## src/rtl/netlist_0_resp_capture.sv

```systemverilog
// Response capture for netlist runs: compacts accepted response words into a MISR,
// accumulates a saturating output toggle count and compares the final signature to golden.
module netlist_0_resp_capture #(
   parameter int               WIDTH       = 62,
   parameter int               NUM_VECTORS = 1000,
   parameter logic [WIDTH-1:0] POLY        = 62'h3,
   parameter int               CNT_W       = 32
) (
   input  logic             clk,
   input  logic             rst,
   input  logic             start,
   input  logic             resp_valid,
   input  logic [WIDTH-1:0] resp,
   input  logic [WIDTH-1:0] golden_sig,
   output logic             busy,
   output logic             done,
   output logic             pass,
   output logic [WIDTH-1:0] signature,
   output logic [15:0]      vec_count,
   output logic [CNT_W-1:0] toggle_count
);

   localparam int PC_W = $clog2(WIDTH + 1);

   typedef enum logic [1:0] {IDLE, CAPTURE, DONE} state_t;

   state_t           state;
   logic [WIDTH-1:0] prev_resp;
   logic [WIDTH-1:0] sig_next;
   logic [WIDTH-1:0] diff;
   logic [PC_W-1:0]  pop;
   logic [CNT_W:0]   tog_sum;
   logic [CNT_W-1:0] tog_next;
   logic             last_accept;

   always_comb begin
      sig_next = {signature[WIDTH-2:0], 1'b0} ^ (signature[WIDTH-1] ? POLY : '0) ^ resp;
      diff     = resp ^ prev_resp;
      pop      = '0;
      for (int i = 0; i < WIDTH; i++) begin
         pop = pop + PC_W'(diff[i]);
      end
      // One extra bit catches the carry so the count sticks at all-ones instead of wrapping.
      tog_sum     = {1'b0, toggle_count} + (CNT_W + 1)'(pop);
      tog_next    = tog_sum[CNT_W] ? '1 : tog_sum[CNT_W-1:0];
      last_accept = (vec_count == 16'(NUM_VECTORS - 1));
   end

   always_ff @(posedge clk) begin
      if (rst) begin
         state        <= IDLE;
         busy         <= 1'b0;
         done         <= 1'b0;
         pass         <= 1'b0;
         signature    <= '0;
         vec_count    <= '0;
         toggle_count <= '0;
         prev_resp    <= '0;
      end else begin
         case (state)
            IDLE, DONE: begin
               if (start) begin
                  state        <= CAPTURE;
                  busy         <= 1'b1;
                  done         <= 1'b0;
                  pass         <= 1'b0;
                  signature    <= '0;
                  vec_count    <= '0;
                  toggle_count <= '0;
                  prev_resp    <= '0;
               end
            end
            CAPTURE: begin
               if (resp_valid) begin
                  signature    <= sig_next;
                  toggle_count <= tog_next;
                  prev_resp    <= resp;
                  vec_count    <= vec_count + 16'd1;
                  if (last_accept) begin
                     state <= DONE;
                     busy  <= 1'b0;
                     done  <= 1'b1;
                     pass  <= (sig_next == golden_sig);
                  end
               end
            end
            default: state <= IDLE;
         endcase
      end
   end

endmodule

```

## config.mk

```make
export PLATFORM = sky130hd
export DESIGN_NAME = netlist_0_resp_capture
export DESIGN_NICKNAME = d
export VERILOG_FILES = /design/src/rtl/netlist_0_resp_capture.sv
export SDC_FILE = /design/constraint.sdc
export NUM_CORES = 1
export LEC_CHECK = 0
export CORE_MARGIN = 2
export CORE_UTILIZATION = 46
export CTS_CLUSTER_SIZE = 40
export DETAILED_ROUTE_END_ITERATION = 10
export PLACE_DENSITY_LB_ADDON = 0.2
export SYNTH_ARGS = -nofsm -noshare
export SYNTH_HDL_FRONTEND = slang
export SYNTH_SLANG_ARGS = --single-unit
```

## constraint.sdc

```tcl
create_clock -name clk -period 7.6 [get_ports clk]
set_clock_uncertainty 0.15 [all_clocks]
set_input_delay 0.76 -clock clk [delete_from_list [all_inputs] [get_ports clk]]
set_output_delay 0.76 -clock clk [all_outputs]
set_load 0.01 [all_outputs]
```

==> summary.txt <==
Clock network
  – Max clock buf depth: 2
  – Post-CTS Hold Fix Bufs: 0
  – Reg clk slew, reported paths: 80 ps
  – TritonCTS Buffers: 17
  – Clock sinks: 177
  – Clock root buffer master: clkbuf_16
  – H-tree levels: 4
  – CTS tree: built
  – Skew-Pair Late Insertion Delay: 450 ps

Pwr
  – Pwr Total: 8.60 mW
  – Leakage power: 5.73 nW
  – Worst VDD drop: about 2100 µV
  – Pwr dens: 612 mW/mm²

Timing
  – Max Slew Vio Count: 0
  – Slew margin rel.: 22.4%
  – Fmax: about 0.14 GHz
  – Fin. Hold Viols: 0
  – Worst slew pin tran: 1160 ps
  – Tcrit/Tclk final: 97.1%
  – Hold Slack: around 320 ps
  – Final number of setup-violating endpoints: 0
  – Final min period: ~7400 ps

Floorplan
  – Starting Density: around 47%
  – Rows: 54
  – I/O pin cnt: around 240
  – Die height: approximately 150 µm
  – Die width: 154 µm
  – Die footprint: 0.0236 mm²
  – Core Box Area: 0.0219 mm²

Place
  – RD Place Congestion: 0.895
  – DP Area: 0.0133 mm²
  – Post-DP HPWL: approximately 24000 µm
  – Port bufs: 240

Setup path
  – Crit path capture type: flip-flop
  – Startpoint Class: primary input
  – Worst Reg-to-Reg Cells: 23
  – Critical path class: in2reg
  – R2r setup slk: 610 ps
  – RR Endpoint: toggle_count[19]
  – WP data required: 7720 ps
  – Worst EP arrival: 7500 ps
  – Crit-path max FO: 5
  – FF-to-FF Start: prev_resp[34]

Job
  – Number of max-cap violations: 0

Yosys
  – Average cell area after synthesis: around 9.1 µm²
  – Synth Warn #: 0
  – Post-Syn Instances: roughly 1100
  – Post-Syn Area: 0.0103 mm²
  – Seq/Total Area, Yosys: between 30 and 40%
  – Top cells by area, synth: dfxtp_1, fa_1, xor2_1
  – EDFF count, synth: 0
  – Share of the synthesized area in the top cell type: between 30 and 40%
  – Area leader, netlist: dfxtp_1
  – Synth Net Count: 1347
  – Ys flop type: dfxtp_1
  – Synth cell types: 66
  – Post-synthesis register bit count: 177
  – Ys async rst share: 0%

Drt
  – Final wirelength: 32700 µm
  – Initial drt markers: 770
  – Vias/cell: approximately 5.6
  – DR pass1 iterations: 6
  – WL per Instance: 19.3 µm
  – Antenna-violating nets left: 0
  – Vias: roughly 9500
  – # DRC: 0

Global routing
  – First-pass GRT wire length: 50400 µm
  – Number of global-route vias before repair: 9012
  – Global route total overflow: 0
  – Maximum number of pins on one net before global-route repair: 103
  – Initial antenna violation count: 2
  – GRT Util Overall: 27.0%

Min path
  – Hold/Removal Path Class: reg2reg
  – Hold_sp: done
  – Hold path cells: 2
  – Hold endpoint: done

Finish
  – Layout cells sized above 1: around 9.3%
  – N_diodes: 0
  – Core Util, Final: approximately 64%
  – Net count, final: 1613
  – Post-route design area: 0.0140 mm²
  – Area growth syn-to-layout: 36.4%

Run status
  – Status: finished clean
## state kept, by name, indices dropped and copies added (netlist names)
register	count
busy	1
done	1
pass	1
prev_resp	62
signature	62
state	2
toggle_count	32
vec_count	16
## metal layers
metal / global-route usage, % / up-vias / share of wire [%]
li1: - / 4447 / -
met5: 0 / - / 0.10
met1: 38.5 / 4615 / 44
met2: 41.1 / 405 / 45
met3: 6.43 / 60 / 8.5
met4: 7.25 / 4 / 2.6
## where the power goes
group | total (mW) | internal [mW] | switching, mW
clock network | 0.879 | 0.446 | 0.433
logic | 6.72 | 3.22 | 3.50
registers | 0.999 | 0.967 | 0.0326
total | 8.60 | 4.63 | 3.97
## cells in the final DEF (no fill, tap or decap), drive strengths merged, types with 5 or more instances in the layout
master         count
a211oi             7
a21o               7
a21oi             52
a221oi             6
a22oi            106
and2               5
and3              17
buf               64
clkbuf            18
clkdlybuf4s50    226
dfxtp            177
dlymetal6s2s      13
fa                54
ha                29
inv               71
nand2             37
nand3             20
nand4             11
nor2             187
nor3              14
nor4              10
o211ai             7
o21ai             27
o22ai              9
xnor2             69
xor2             111
## repair_timing
item | CTS | global route
pin swaps | 2 | 28
resized for setup | 3 | 32
setup buffers | 3 | 1
setup endpoints to repair | 23 | 32
hold endpoints to repair | 0 | 0
## per-stage QoR
| stage | setup slack, ps | cells | TNS [ps] |
|---|---|---|---|
| 2_1_floorplan | 244 | 1136 | 0 |
| 3_3_place_gp | -545 | 1659 | -14350 |
| 4_1_cts | 4.46 | 1694 | 0 |
| 6_report | 221 | 1695 | 0 |
| 5_1_grt | -15.3 | 1695 | -23.8 |
| 3_5_place_dp | -656 | 1659 | -16840 |
## cell usage after synthesis (2+ instances only)
cell type	instances
clkbuf_1	46
a2111oi_0	2
o21ai_0	11
a22oi_1	106
and2_1	5
o22ai_1	9
o21ai_2	2
a21oi_1	50
fa_1	54
a31oi_1	4
nand4_1	11
nor4_1	10
a211oi_1	7
mux2i_1	4
and4_1	2
a21boi_0	2
a22o_1	2
a41oi_1	3
xor2_1	111
nand2b_1	3
buf_2	5
nand3b_1	3
and3_1	16
inv_1	61
nor2b_1	2
nor3b_1	4
or3_1	4
dfxtp_1	177
nand2_1	37
nor2_1	185
nor3_1	12
a221oi_1	6
o211ai_1	7
nor2_2	2
nand3_1	20
buf_1	3
a21o_1	7
xnor2_1	69
ha_1	29
o2bb2ai_1	4
o21ai_1	14
## how the worst max path moves through the flow
stage                  start  depth (start not counted)          endpoint  slack [ps]
floorplan           resp[16]                         23  toggle_count[19]         240
global placement     resp[0]                         21   toggle_count[3]        -550
detailed placement  resp[16]                         23  toggle_count[31]        -660
CTS                 resp[16]                         24  toggle_count[29]           4
global route        resp[16]                         24  toggle_count[19]         -20
finish              resp[16]                         24  toggle_count[19]         220
## cell type report
class | instances | area, µm²
inverters | 61 | 229
well taps | 280 | 350
flip-flops and latches | 177 | 3540
clock buffers | 18 | 439
fillers | 1872 | 7850
repair buffers | 303 | 2910
multi-input cells | 842 | 6440
clock inverters | 14 | 134
## critical path: stages
cell             delay, ps
clkdlybuf4s50_1        430
xor2_1                 180
fa_1                   560
inv_1                   80
fa_2                   560
inv_1                   60
fa_1                   530
fa_1                   440
fa_1                   470
fa_1                   540
inv_1                   60
fa_1                   480
fa_1                   540
fa_2                   200
inv_1                   50
fa_1                   380
a21o_1                 220
a21oi_4                190
o21ai_4                 90
a21oi_4                190
nor3_4                  70
buf_4                  160
a31oi_1                140
o221ai_1               120
## logic make-up after synthesis
group / after synthesis / synth area share (%)
AOI/OAI and AO/OA: 249 / 16.9
xor gates and xnor gates: 180 / 15.3
adders and majority gates: 83 / 14.0
buffers and inverters: 117 / 4.43
DFF: 177 / 34.4
muxes: 4 / 0.389
and+or+nand+nor: 326 / 14.5
No activity file was read; power rests on OpenSTA's default activity.
